<file path="src/rtl/encoder_16_4_serial.sv">
// Serial 16-to-4 priority encoder: captures a request vector and drains it lowest index first.
// Optional macro ENCODER_16_4_TRISTATE_EN makes handshake outputs float while Enable_In is low.
module encoder_16_4_serial (
  input  logic        Clk_In,
  input  logic        Reset_In,
  input  logic        Enable_In,
  input  logic        Load_In,
  input  logic [15:0] Data_In,
  input  logic        Ready_In,
  output logic [3:0]  Encoded_Value_Out,
  output logic        Valid_Out,
  output logic        Busy_Out,
  output logic        Done_Out,
  output logic [4:0]  Count_Out
);

  typedef enum logic [1:0] {
    IDLE = 2'd0,
    SCAN = 2'd1,
    DONE = 2'd2
  } state_t;

  state_t      state_q, state_d;
  logic [15:0] pending_q, pending_d;
  logic [4:0]  count_q, count_d;

  logic [3:0]  enc_int;
  logic        valid_int;
  logic        busy_int;
  logic        done_int;

  // Later iterations overwrite earlier ones, so the lowest set bit wins.
  function automatic logic [3:0] lowest_idx(input logic [15:0] v);
    logic [3:0] idx;
    idx = 4'd0;
    for (int i = 15; i >= 0; i--) begin
      if (v[i]) idx = 4'(i);
    end
    return idx;
  endfunction

  function automatic logic [4:0] popcount(input logic [15:0] v);
    logic [4:0] c;
    c = 5'd0;
    for (int i = 0; i < 16; i++) begin
      c = c + {4'd0, v[i]};
    end
    return c;
  endfunction

  always_comb begin
    state_d   = state_q;
    pending_d = pending_q;
    count_d   = count_q;
    if (Enable_In) begin
      case (state_q)
        IDLE: begin
          if (Load_In) begin
            pending_d = Data_In;
            count_d   = popcount(Data_In);
            state_d   = (Data_In != 16'd0) ? SCAN : DONE;
          end
        end
        SCAN: begin
          if (Ready_In) begin
            // v & (v-1) clears exactly the lowest set bit, i.e. the index just accepted.
            pending_d = pending_q & (pending_q - 16'd1);
            if (pending_d == 16'd0) state_d = DONE;
          end
        end
        DONE:    state_d = IDLE;
        default: state_d = IDLE;
      endcase
    end
  end

  always_ff @(posedge Clk_In) begin
    if (Reset_In) begin
      state_q   <= IDLE;
      pending_q <= 16'd0;
      count_q   <= 5'd0;
    end else begin
      state_q   <= state_d;
      pending_q <= pending_d;
      count_q   <= count_d;
    end
  end

  assign enc_int   = (state_q == SCAN) ? lowest_idx(pending_q) : 4'd0;
  assign busy_int  = (state_q == SCAN);
  assign valid_int = (state_q == SCAN) && Enable_In;
  assign done_int  = (state_q == DONE) && Enable_In;

  assign Count_Out = count_q;

`ifdef ENCODER_16_4_TRISTATE_EN
  assign Encoded_Value_Out = Enable_In ? enc_int   : 4'bzzzz;
  assign Valid_Out         = Enable_In ? valid_int : 1'bz;
  assign Busy_Out          = Enable_In ? busy_int  : 1'bz;
  assign Done_Out          = Enable_In ? done_int  : 1'bz;
`else
  assign Encoded_Value_Out = enc_int;
  assign Valid_Out         = valid_int;
  assign Busy_Out          = busy_int;
  assign Done_Out          = done_int;
`endif

endmodule

</file>
<file path="config.mk">
export PLATFORM = sky130hd
export DESIGN_NAME = encoder_16_4_serial
export DESIGN_NICKNAME = d
export VERILOG_FILES = /design/src/rtl/encoder_16_4_serial.sv
export SDC_FILE = /design/constraint.sdc
export NUM_CORES = 1
export LEC_CHECK = 0
export BUFFER_PORTS_ARGS = -buffer_cell sky130_fd_sc_hd__buf_2
export CAP_MARGIN = 20
export CORE_MARGIN = 2
export CORE_UTILIZATION = 50
export DETAILED_ROUTE_END_ITERATION = 12
export PLACE_DENSITY_LB_ADDON = 0.1
export SYNTH_ARGS = -nofsm -noshare
export SYNTH_HDL_FRONTEND = slang
export SYNTH_SLANG_ARGS = --single-unit
</file>
<file path="constraint.sdc">
create_clock -name Clk_In -period 4.61 [get_ports Clk_In]
set_input_delay 1.383 -clock Clk_In [delete_from_list [all_inputs] [get_ports Clk_In]]
set_output_delay 1.383 -clock Clk_In [all_outputs]
set_load 0.05 [all_outputs]
</file>
==> impl_metrics.ini, run 1 <==
[status]
status = finished clean

[cells_and_area]
area_growth_pct = 13.84
n_antenna_cell = 0
drive_gt1_share_pct = 18.59
utilization_pct = 57.95
seqCellArea_sq_um = 460.4
nets = 307
filler_cell_count = 360
multi_input_area_sq_um = 1199

[clock_tree]
cts_setup_buffers = 0
cts_root_buf = clkbuf_8
post_cts_resized = 0
holdBufCountCts = 0
cts_buffers = 3
clk_pin_slew_ns = 0.08
clk_path_buf_depth = 2
cts.sinks = 23
htreeDepth = 1
clock_latency_ns = 0.27
cts_tree = built

[hold_path]
hold-path-cell-count = 2
holdCritPathClass = flip-flop to flip-flop
holdPathEnd = Count_Out[4]$_SDFFE_PP0P_
hp-start = Count_Out[4]$_SDFFE_PP0P_

[sta]
period_minus_slack_ns = 4.341
min_period_over_period_pct = 94.17
finalClockSkew_ns = 0.001729
worst_pin_slew_ns = 0.5512
setup_violations = 0
maxSlewHeadroom_pct = 62.31
grt_setup_unrepaired = false
hold_viol = 0
fin_tns_setup_ns = 0
fmax_mhz = 230.4
slew_violations = 0
hold_slack_ns = 0.4889

[grt]
grt_pass1_wl_mm = 7.872
antenna_found_initial = 0
track_usage_pct = 23.91
grt_pass1_vias = 1681
grt_overflow = 0
grt_max_degree = 24

[floorplan]
dieArea_sq_um = 4172
rows = 22
ioPinCount = 33
die_x_um = 64.59
coreArea_sq_um = 3606
start_util_pct = 50.90
dieHeight_um = 64.59

[synthesis]
avgSynthCellArea_sq_um = 7.648
syn-num-nets = 277
netlist_area_sq_um = 1836
synth_flop_cell = dfxtp_1
yosysUniqueCellTypes = 51
syn_inst = 240
ys_seq_area_share_pct = 25.09
yosysWarnings = 0
synth_edf_count = 0
async_flop_share_pct = 0
synth-seq-cells = 23

[setup_path]
slowest_stage = fa_1
cp_slowest_stage_delay_ns = 0.57
start_kind = input port
path_class = input port to flip-flop
reg2reg_depth = 6
cp-end-kind = flip-flop
path_cells = buf_2 -> inv_1 -> fa_1 -> fa_1 -> fa_1 -> fa_1 -> inv_1 -> ha_1 -> inv_1 -> fa_1 -> xnor2_1 -> mux2i_1 -> nor2_1
crit_required_ns = 4.76
critPathMostFrequentCell = fa_1
crit_arrival_ns = 4.49
critPathTopFamily = adder cells
reg2reg_to = state_q[1]$_SDFFE_PP0P_
cp_max_fo = 2
r2r_start = pending_q[1]$_SDFFE_PP0P_
worst-path-buf-inv = 4
reg2reg_slack_ns = 2.10

[place]
dp_hpwl_mm = 3.472
io_buffers = 32
gp_congestion = 0.8533

[pwr]
vdd_drop_max_v = 0.0002561
switching_power_uw = 363.6
switching_share_pct = 43.70
power_density_nw_per_um2 = 398.2
leakagePower_uw = 0.0009118
combPwrFrac_pct = 54.3
seqPwrFrac_pct = 30.0
p_int_uw = 468.4
clkPwrFrac_pct = 15.7

[route]
post_drt_via_cell_ratio = 5.625
drc = 0
vias = 1783
drtPass1Iterations = 4
drt_wl_total_mm = 4.479
first_iter_violations = 123
wl_per_cell_um = 14.13
ant_nets = 0

[job]
drv_cap = 0
[cell type report]
| class | count | area share, % |
|---|---|---|
| multi-input cells | 173 | 57.37 |
| flip-flops and latches | 23 | 22.04 |
| clock buffers | 4 | 2.156 |
| repair buffers | 39 | 10.18 |
| inverters | 30 | 5.389 |
| well taps | 48 | 2.874 |
[how the worst max path moves through the flow]
stage	start	endpoint	slack (ns)	depth (start not counted)
2_1_floorplan	Data_In[0]	Count_Out[2]$_SDFFE_PP0P_	0.21	12
3_3_place_gp	Data_In[0]	Count_Out[4]$_SDFFE_PP0P_	0.001	13
3_5_place_dp	Data_In[0]	Count_Out[2]$_SDFFE_PP0P_	-0.01	13
4_1_cts	Data_In[0]	Count_Out[2]$_SDFFE_PP0P_	0.26	13
5_1_grt	Data_In[0]	Count_Out[2]$_SDFFE_PP0P_	0.08	13
6_report	Data_In[0]	Count_Out[2]$_SDFFE_PP0P_	0.27	13
[placed cells by master (no fill, tap or decap), drive strengths merged, types with 2 or more instances in the layout]
cell type and count:
buf 39, nor2 32, inv 29, a21oi 24
dfxtp 23, o21ai 19, nand2 15, fa 10
nor3 9, ha 6, a22oi 5, nand2b 4
mux2i 4, nor4 4, clkbuf 4, nor2b 3
a211oi 3, a2111oi 3, o31a 3, a21o 2
xnor2 2, nor3b 2, o41ai 2
[cells in the mapped netlist (4+ instances only)]
cell | count | area (sq um)
nor3_1 | 9 | 45.04
inv_1 | 29 | 108.9
clkbuf_1 | 11 | 41.29
a22oi_1 | 5 | 37.54
nand2_1 | 15 | 56.30
o21ai_0 | 19 | 95.09
nand2b_1 | 4 | 25.02
mux2i_1 | 4 | 40.04
ha_1 | 6 | 75.07
a21oi_1 | 24 | 120.1
nor2_1 | 31 | 116.4
fa_1 | 10 | 200.2
nor4_1 | 4 | 25.02
dfxtp_1 | 23 | 460.4
[metal layers]
layer,GRT usage [%],up-vias,wire (um),share of wire [%]
li1,-,895,-,-
met1,30.56,854,2070,46
met2,42.06,32,2226,50
met3,4.167,2,155,3.5
met4,5.319,0,27,0.60
met5,0,-,0,0
[worst reg2reg max path, cell delays in order (launching register included)]
cell	delay (ns)
dfxtp_1	0.39
or4_4	0.57
or4b_4	0.61
nor2_4	0.15
a31oi_1	0.11
o41ai_2	0.43
and3b_1	0.21
[cell families (layout without fill, tap and decap cells)]
family | after synthesis | after routing | synth area share [%]
DFF | 23 | 23 | 25.09
and+or+nand+nor | 78 | 78 | 21.54
xor gates and xnor gates | 2 | 2 | 0.9545
AOI/OAI and AO/OA | 72 | 72 | 25.02
adders and majority gates | 17 | 17 | 15.54
buffers and inverters | 44 | 73 | 9.679
muxes | 4 | 4 | 2.181
[sequential cells by signal (all words and copies together), names as in the netlist]
name / cells
pending_q: 16
Count_Out: 5
state_q: 2
[per-stage QoR]
step / power [uW] / cell area [sq um] / setup slack, ns / std cells
2_1_floorplan: 600.2 / 1837 / 0.2082 / 240
3_3_place_gp: 704.9 / 2044 / 0.001133 / 313
3_5_place_dp: 709.3 / 2044 / -0.009778 / 313
4_1_cts: 841.2 / 2090 / 0.2610 / 317
5_1_grt: 907.2 / 2090 / 0.07985 / 317
6_report: 832.0 / 2090 / 0.2689 / 317
[power by group through the flow]
stage                     logic (uW)  clock network, uW  registers (uW)
after floorplan                  327                  0             273
after global placement           451                  0             254
after detailed placement         456                  0             254
after CTS                        459                133             249
after global routing             511                142             254
final                            452                130             250
Power figures use the tool's default switching activity.
==> run 2, diff against run 1 <==
- ABC_AREA: not set -> 1
- CORE_UTILIZATION: 50 -> 51
==> run 2 against run 1 <==
Clock power about the same; hold slack worse by 0.023 ns; first-iteration DRC count is 2.4% higher; area after synthesis rose by 2.7%; critical endpoint is now Count_Out[4]$_SDFFE_PP0P_.
==> impl_metrics.ini, run 2 <==
[status]
status = finished clean

[grt]
grt_overflow = 0
antenna_found_initial = 0
grt_pass1_wl_mm = 8.280
grt_pass1_vias = 1867
track_usage_pct = 25.18
grt_max_degree = 27

[setup_path]
reg2reg_slack_ns = 2.55
critPathMostFrequentCell = fa_1
setup.worst_path.start = Data_In[5]
critPathCapture = Count_Out[4]$_SDFFE_PP0P_
reg2reg_to = pending_q[8]$_SDFFE_PP0P_
crit_arrival_ns = 4.54
path_class = input port to flip-flop
path_cells = buf_2 -> inv_1 -> fa_1 -> fa_1 -> fa_1 -> fa_1 -> inv_1 -> ha_1 -> inv_1 -> fa_1 -> nor2_1 -> o211ai_1 -> a21oi_1
crit_required_ns = 4.82
cp_slowest_stage_delay_ns = 0.57
slowest_stage = fa_1
reg2reg_depth = 9
cp-end-kind = flip-flop
cp_max_fo = 3
r2r_start = state_q[0]$_SDFFE_PP0P_
start_kind = input port

[route]
vias = 1873
drtPass1Iterations = 4
first_iter_violations = 126
post_drt_via_cell_ratio = 5.049
drt_wl_total_mm = 4.529
wl_per_cell_um = 12.21
drc = 0
ant_nets = 0

[synthesis]
yosysMostFrequentCell = nand2_1
ys_seq_area_share_pct = 24.42
synth_edf_count = 0
netlist.area_leader.share_pct = 24.42
syn_inst = 292
yosysWarnings = 0
synth-seq-cells = 23
netlist_area_sq_um = 1886
ys_top_cells_by_count = nand2_1 (75), inv_1 (48), nor2_1 (32), a21oi_1 (24)
async_flop_share_pct = 0
avgSynthCellArea_sq_um = 6.457
synth_flop_cell = dfxtp_1
synthTopCellsByArea = dfxtp_1 (24%), nand2_1 (15%), fa_1 (11%)
yosysUniqueCellTypes = 33
syn-num-nets = 329
synth_top_area_cell = dfxtp_1

[sta]
grt_setup_unrepaired = false
fin_tns_setup_ns = 0
slew_violations = 0
hold_slack_ns = 0.4662
fmax_mhz = 231.0
min_period_over_period_pct = 93.91
maxSlewHeadroom_pct = 67.25
hold_viol = 0
worst_pin_slew_ns = 0.4906
finalClockSkew_ns = 0.001744
setup_violations = 0
period_minus_slack_ns = 4.329

[cells_and_area]
regMostFlops = pending_q
final_common_cell = nand2_1
layout_common_cells = nand2_1 (75), inv_1 (48), nor2_1 (32), buf_2 (32), a21oi_1 (24)
largest_reg_flops = 16
area_growth_pct = 12.61
fin_area_sq_um = 2123
nets = 361
fin_cells = 371
drive_gt1_share_pct = 15.79
n_antenna_cell = 0

[floorplan]
ioPinCount = 33
coreArea_sq_um = 3606
die_x_um = 64.81
dieArea_sq_um = 4200
dieHeight_um = 64.81
start_util_pct = 52.29
rows = 22

[hold_path]
holdCritPathClass = flip-flop to flip-flop
hold-path-cell-count = 2

[clock_tree]
clk_pin_slew_ns = 0.08
clock_latency_ns = 0.27
cts_root_buf = clkbuf_8
cts_tree = built
cts.sinks = 23
holdBufCountCts = 0
htreeDepth = 1
post_cts_resized = 0
cts_buffers = 3
clk_path_buf_depth = 2
cts_setup_buffers = 0

[place]
gp_congestion = 0.8634
dp.cells = 367
io_buffers = 32
dp_hpwl_mm = 3.710
dpl_cell_area_sq_um = 2078

[pwr]
vdd_drop_max_v = 0.0002053
leakagePower_uw = 0.001077
power_density_nw_per_um2 = 369.7

[job]
drv_cap = 0
==> run 2: worst min path at each step <==
stage | from | endpoint | slack [ns]
finish | Count_Out[4]$_SDFFE_PP0P_ | Count_Out[4]$_SDFFE_PP0P_ | 0.47
global route | Count_Out[3]$_SDFFE_PP0P_ | Count_Out[3]$_SDFFE_PP0P_ | 0.50
CTS | Count_Out[4]$_SDFFE_PP0P_ | Count_Out[4]$_SDFFE_PP0P_ | 0.47
detailed placement | Count_Out[4]$_SDFFE_PP0P_ | Count_Out[4]$_SDFFE_PP0P_ | 0.46
global placement | Count_Out[3]$_SDFFE_PP0P_ | Count_Out[3]$_SDFFE_PP0P_ | 0.46
floorplan | pending_q[3]$_SDFFE_PP0P_ | pending_q[3]$_SDFFE_PP0P_ | 0.49
==> run 2: routing by layer <==
metal  GRT usage [%]  up-vias  wire length (um)
met5               0        -                 0
met3           2.951        6               184
met2           42.01       39              2120
met1           34.32      847              2168
li1                -      981                 -
met4           7.181        0                55
==> run 2: kinds of logic after synthesis <==
group           Yosys count  share of synthesized area, %
flops                    23                         24.42
compound gates           64                         18.45
simple gates            129                         29.26
fa+ha+maj                16                         14.60
buf+inv                  58                         12.34
xor+xnor                  2                        0.9292
==> run 2: final cells by class <==
| type | count | area (sq um) |
|---|---|---|
| multi-input cells | 211 | 1192 |
| well taps | 48 | 60.06 |
| fillers | 358 | 1483 |
| clock buffers | 4 | 45.04 |
| repair buffers | 33 | 167.7 |
| flip-flops and latches | 23 | 460.4 |
| inverters | 52 | 197.7 |
==> run 2: critical path: cells and delay by family <==
family                   cells  cell delay [ns]
AO/OA/AOI/OAI                2             0.21
adder cells (fa/ha/maj)      6             2.53
buffers and inverters        4             0.30
AND/OR/NAND/NOR              1             0.12
==> run 2: per-stage QoR <==
stage               utilization, %  setup WS [ns]  power [uW]
CTS                          58.88         0.2758       789.7
global placement             57.63        0.05600       657.6
finish                       58.88         0.2806       784.9
global route                 58.88        0.07829       862.3
detailed placement           57.63      -0.004960       663.7
floorplan                        -         0.2706       559.6
==> run 2: where the power goes <==
part | switching, uW | internal (uW)
Sequential | 25.5 | 221
Clock | 65.6 | 61.8
Combinational | 255 | 156
Total | 346 | 439
